### config.mk
export PLATFORM = sky130hd
export DESIGN_NAME = fp_mul_norm_round
export DESIGN_NICKNAME = d
export VERILOG_FILES = /design/src/rtl/fp_mul_norm_round.sv
export SDC_FILE = /design/constraint.sdc
export NUM_CORES = 1
export LEC_CHECK = 0
export CORE_MARGIN = 8
export CORE_UTILIZATION = 45
export DETAILED_ROUTE_END_ITERATION = 12
export GPL_TIMING_DRIVEN = 1
export PLACE_DENSITY = 0.77
export SYNTH_ARGS = -nofsm -noshare
export SYNTH_HDL_FRONTEND = slang
export SYNTH_SLANG_ARGS = --single-unit
### constraint.sdc
create_clock -name clk -period 3.6 [get_ports clk]
set_input_delay 0.72 -clock clk [delete_from_list [all_inputs] [get_ports clk]]
set_output_delay 0.72 -clock clk [all_outputs]
set_load 0.02 [all_outputs]
### src/rtl/fp_mul_norm_round.sv
// Post-multiply stage of the FP multiplier: normalise the raw mantissa product,
// round to nearest-even, saturate/flush and pack, over a 2-stage valid/ready pipeline.
module fp_mul_norm_round #(
    parameter int MANT_W = 24,
    parameter int EXP_W  = 8
) (
    input  logic                      clk,
    input  logic                      rst,
    input  logic                      in_valid,
    output logic                      in_ready,
    input  logic                      in_sign,
    input  logic [EXP_W+1:0]          in_exp,
    input  logic [2*MANT_W-1:0]       in_prod,
    output logic                      out_valid,
    input  logic                      out_ready,
    output logic [EXP_W+MANT_W-1:0]   out_result,
    output logic                      out_overflow,
    output logic                      out_underflow
);

    localparam int PW = 2 * MANT_W;
    localparam int FW = MANT_W - 1;
    // One extra bit of headroom so the normalise and rounding increments can never wrap.
    localparam int XW = EXP_W + 3;
    localparam logic signed [XW-1:0] EXP_ZERO = '0;
    localparam logic signed [XW-1:0] EXP_ONE  = XW'(1);
    localparam logic signed [XW-1:0] EXP_MAX  = XW'((1 << EXP_W) - 1);

    logic s2_en, s1_en;

    logic                 s1_valid_q, s1_valid_d;
    logic                 s1_sign_q,  s1_sign_d;
    logic                 s1_zero_q,  s1_zero_d;
    logic signed [XW-1:0] s1_exp_q,   s1_exp_d;
    logic [FW-1:0]        s1_frac_q,  s1_frac_d;
    logic                 s1_g_q,     s1_g_d;
    logic                 s1_s_q,     s1_s_d;

    logic                       out_valid_q,  out_valid_d;
    logic [EXP_W+MANT_W-1:0]    out_result_q, out_result_d;
    logic                       out_ovf_q,    out_ovf_d;
    logic                       out_unf_q,    out_unf_d;

    logic signed [XW-1:0] exp_ext;
    logic                 rnd_up;
    logic                 rnd_c;
    logic [FW-1:0]        rnd_f;
    logic signed [XW-1:0] rnd_exp;

    assign s2_en    = !out_valid_q || out_ready;
    assign s1_en    = !s1_valid_q || s2_en;
    assign in_ready = s1_en && !rst;

    assign exp_ext = XW'($signed(in_exp));

    always_comb begin
        s1_valid_d = s1_valid_q;
        s1_sign_d  = s1_sign_q;
        s1_zero_d  = s1_zero_q;
        s1_exp_d   = s1_exp_q;
        s1_frac_d  = s1_frac_q;
        s1_g_d     = s1_g_q;
        s1_s_d     = s1_s_q;
        if (s1_en) begin
            s1_valid_d = in_valid;
            if (in_valid) begin
                s1_sign_d = in_sign;
                s1_zero_d = (in_prod == '0);
                if (in_prod[PW-1]) begin
                    s1_frac_d = in_prod[PW-2:MANT_W];
                    s1_g_d    = in_prod[MANT_W-1];
                    s1_s_d    = |in_prod[MANT_W-2:0];
                    s1_exp_d  = exp_ext + EXP_ONE;
                end else begin
                    s1_frac_d = in_prod[PW-3:MANT_W-1];
                    s1_g_d    = in_prod[MANT_W-2];
                    s1_s_d    = |in_prod[MANT_W-3:0];
                    s1_exp_d  = exp_ext;
                end
            end
        end
    end

    // A rounding carry leaves the fraction at zero and bumps the exponent before range checks.
    always_comb begin
        rnd_up         = s1_g_q && (s1_s_q || s1_frac_q[0]);
        {rnd_c, rnd_f} = {1'b0, s1_frac_q} + {{FW{1'b0}}, rnd_up};
        rnd_exp        = s1_exp_q + (rnd_c ? EXP_ONE : EXP_ZERO);
    end

    always_comb begin
        out_valid_d  = out_valid_q;
        out_result_d = out_result_q;
        out_ovf_d    = out_ovf_q;
        out_unf_d    = out_unf_q;
        if (s2_en) begin
            out_valid_d = s1_valid_q;
            if (s1_valid_q) begin
                out_ovf_d = 1'b0;
                out_unf_d = 1'b0;
                if (s1_zero_q) begin
                    out_result_d = {s1_sign_q, {(EXP_WIDTH_ALL()){1'b0}}};
                end else if (rnd_exp >= EXP_MAX) begin
                    out_result_d = {s1_sign_q, {EXP_W{1'b1}}, {FW{1'b0}}};
                    out_ovf_d    = 1'b1;
                end else if (rnd_exp <= EXP_ZERO) begin
                    out_result_d = {s1_sign_q, {(EXP_WIDTH_ALL()){1'b0}}};
                    out_unf_d    = 1'b1;
                end else begin
                    out_result_d = {s1_sign_q, rnd_exp[EXP_W-1:0], rnd_f};
                end
            end
        end
    end

    function automatic int EXP_WIDTH_ALL();
        return EXP_W + FW;
    endfunction

    always_ff @(posedge clk) begin
        if (rst) begin
            s1_valid_q   <= 1'b0;
            s1_sign_q    <= 1'b0;
            s1_zero_q    <= 1'b0;
            s1_exp_q     <= '0;
            s1_frac_q    <= '0;
            s1_g_q       <= 1'b0;
            s1_s_q       <= 1'b0;
            out_valid_q  <= 1'b0;
            out_result_q <= '0;
            out_ovf_q    <= 1'b0;
            out_unf_q    <= 1'b0;
        end else begin
            s1_valid_q   <= s1_valid_d;
            s1_sign_q    <= s1_sign_d;
            s1_zero_q    <= s1_zero_d;
            s1_exp_q     <= s1_exp_d;
            s1_frac_q    <= s1_frac_d;
            s1_g_q       <= s1_g_d;
            s1_s_q       <= s1_s_d;
            out_valid_q  <= out_valid_d;
            out_result_q <= out_result_d;
            out_ovf_q    <= out_ovf_d;
            out_unf_q    <= out_unf_d;
        end
    end

    assign out_valid     = out_valid_q;
    assign out_result    = out_result_q;
    assign out_overflow  = out_ovf_q;
    assign out_underflow = out_unf_q;

endmodule

==> flow_metrics.py <==
metrics = {
    "outcome": {
        "status": "completed",
    },
    "sta": {
        "max_freq_mhz": 294,
        "tightest_slew_ps": 1240,
        "rsz0062_at_grt": "no",
        "period_share": 0.944,
        "setup_tns_ps": 0,
        "clock_skew_ps": 7.75,
        "setup_viol_count_final": 0,
        "period_needed_ps": 3400,
        "maxSlewViolCount": 0,
        "setup_slack_ps": 202,
        "slew_headroom": 0.175,
        "hold_viol_final": 0,
    },
    "yosys": {
        "syn_avg_cell_area_um2": 8.87,
        "async_flop_share": 0,
        "synth-edff-count": 0,
        "synthesis.area_mm2": 0.00392,
        "yosysUniqueCellTypes": 50,
        "syn_inst": 442,
        "synth_top_area_cell": "dfxtp_1",
        "seq_area_frac_synth": 0.378,
        "synth_top_area_share": 0.378,
        "ys_ff_latch": 74,
        "synth_ff_type": "dfxtp_1",
        "synth_top_cells_by_area": "dfxtp_1, a211oi_1, mux2i_1",
        "synth_fp_nets": 511,
        "ys_warn_count": 0,
    },
    "floorplanning": {
        "fp-row-count": 34,
        "core_area_mm2": 0.00859,
        "io_pins": 99,
        "die_area_mm2": 0.0120,
        "fp.dieH_um": 109,
        "start_util": 0.456,
        "die_x_um": 109,
    },
    "final_layout": {
        "fin_nets": 603,
        "diodes": 0,
        "layout.cells.non_filler": 646,
        "drive_above_1_share": 0.100,
        "syn2layout_area_growth_pct": 34.1,
    },
    "worst_setup_path": {
        "startpoint_type": "flip-flop",
        "cp.arrival_ps": 3630,
        "critical_path_required_ps": 3830,
        "worst_setup_path_end_kind": "flip-flop",
        "crit_fanout": 6,
        "timing_worst_setup_path_type": "reg2reg",
    },
    "power_and_ir_drop": {
        "p_leak_nw": 1.89,
        "total_power_mw": 2.03,
        "peakVddDrop_v": 0.000170,
        "p_per_area_mw_per_mm2": 386,
    },
    "clocking": {
        "cts_root_buf": "clkbuf_8",
        "cts_max_level": 3,
        "cts_buffer_depth": 2,
        "cts_made_buffers": 9,
        "cts_tree": "yes",
        "clkTransAtPathRegs_ps": 70,
        "ctsHoldBuffers": 0,
        "clock_sink_count": 74,
        "worstSkewPairLatency_ps": 340,
    },
    "grt": {
        "grt_max_degree": 41,
        "grt_usage": 0.170,
        "antenna_found_initial": 0,
        "grt_pass1_vias": 3495,
        "grt_pass1_wl_um": 16500,
        "grt.overflow.total": 0,
    },
    "placement": {
        "place_ws_ps": 47.5,
        "dp.cells": 631,
        "port-buffer-count": 98,
        "place_hpwl_um": 7830,
        "finalWeightedCongestion": 0.889,
    },
    "route": {
        "num_vias": 3538,
        "wl_um": 9820,
        "detail_route.vias_per_cell": 5.48,
        "drc_errors": 0,
        "wl_per_cell_um": 15.2,
        "first_iter_violations": 163,
        "dr.pass1.iters": 4,
        "drtAntennaViolNets": 0,
    },
    "run": {
        "cap_violations": 0,
    },
    "worst_hold_path": {
        "hold_path_class": "reg2reg",
    },
}
-- Yosys cell counts, types with 2 or more instances --
master and number:
dfxtp_1 74, buf_2 2, nor4_1 16, a21oi_1 10, nand4_1 14, inv_1 5, mux2i_1 26, or4_1 2
buf_6 5, a221o_1 5, nor3_1 5, buf_4 3, clkbuf_1 16, and3_1 4, nand2_1 40, o31ai_1 13
a21o_1 2, o21a_1 3, a31oi_1 4, xor2_1 18, o31ai_2 10, nor2b_1 2, buf_1 4, nor2_1 55
ha_1 6, and4_1 2, a211oi_1 35, and2_1 3, xnor2_1 20, nand3_1 18
-- repair_timing --
item	in CTS	in global routing
setup buffers	0	0
setup endpoints to repair	0	32
gates resized for setup	0	7
-- state kept, by name, indices dropped and copies added, names as in the netlist --
signal,cells
s1_sign_q,1
s1_zero_q,1
s1_exp_q,11
s1_frac_q,23
s1_g_q,1
s1_valid_q,1
out_valid,1
out_result,32
out_overflow,1
out_underflow,1
s1_s_q,1
-- power by group --
part,leakage [nW],internal [mW],switching [mW],total [mW]
sequential,0.608,0.865,0.0535,0.919
clock,0.118,0.474,0.286,0.760
combinational,1.17,0.179,0.172,0.351
-- through the flow --
stage	util	hold slack (ps)	instance area (um^2)
after floorplan	-	437	3920
after global placement	0.581	442	4990
after detailed placement	0.581	439	4990
after CTS	0.608	455	5230
after global routing	0.612	485	5260
final	0.612	453	5260
-- metal layers --
metal / global-route usage / wire length [um] / vias up
met5: 0 / 0 / -
met2: 0.264 / 4380 / 132
met1: 0.217 / 4500 / 1577
li1: - / - / 1817
met4: 0.0550 / 148 / 0
met3: 0.0563 / 795 / 12
-- critical path, stage by stage, from the launching register on --
cell and delay, ps:
dfxtp_1 360, o21a_1 130, ha_1 180, nand2_1 140, nor4_4 310, nand3_2 140
nor2_2 170, ha_1 170, ha_2 250, nand2_2 110, o21a_1 230, or4_4 560
o21ba_4 230, a221o_1 310
-- placed cells by master, fill, tap and decap left out, types with 4 or more instances in the layout --
cell,instances
a211oi_1,35
a21oi_1,9
a221o_1,5
a31oi_1,4
and3_1,4
buf_4,11
clkbuf_8,10
clkdlybuf4s50_1,98
dfxtp_1,74
ha_1,5
inv_1,5
mux2i_1,26
nand2_1,40
nand3_1,17
nand4_1,14
nor2_1,54
nor3_1,5
nor4_1,15
o31ai_1,13
o31ai_2,10
xnor2_1,20
xor2_1,18
-- kinds of logic after synthesis --
kind of cell             Yosys count  share of synthesized area
AO/OA/AOI/OAI                     94                      0.194
buffers and inverters             35                     0.0466
adder cells (fa/ha/maj)            6                     0.0191
multiplexers                      26                     0.0664
flip-flops                        74                      0.378
XOR/XNOR                          38                     0.0849
AND/OR/NAND/NOR                  169                      0.211
-- worst paths after layout --
path,from,to,slack (ps),cells past startpoint
hold reg to reg,out_result[28],out_result[28],450,1
setup / recovery,s1_frac_q[0],out_result[25],200,13
setup reg to reg,s1_frac_q[0],out_result[25],200,13
hold / removal,out_result[28],out_result[28],450,1
-- layout make-up --
class,count,area (um^2)
Timing Repair Buffer,111,1090
Fill cell,739,3330
Clock inverter,5,103
Clock buffer,10,138
Tap cell,108,135
Multi-Input combinational cell,333,2290
Sequential cell,74,1480
Inverter,5,18.8
No activity file was read; power rests on OpenSTA's default activity.
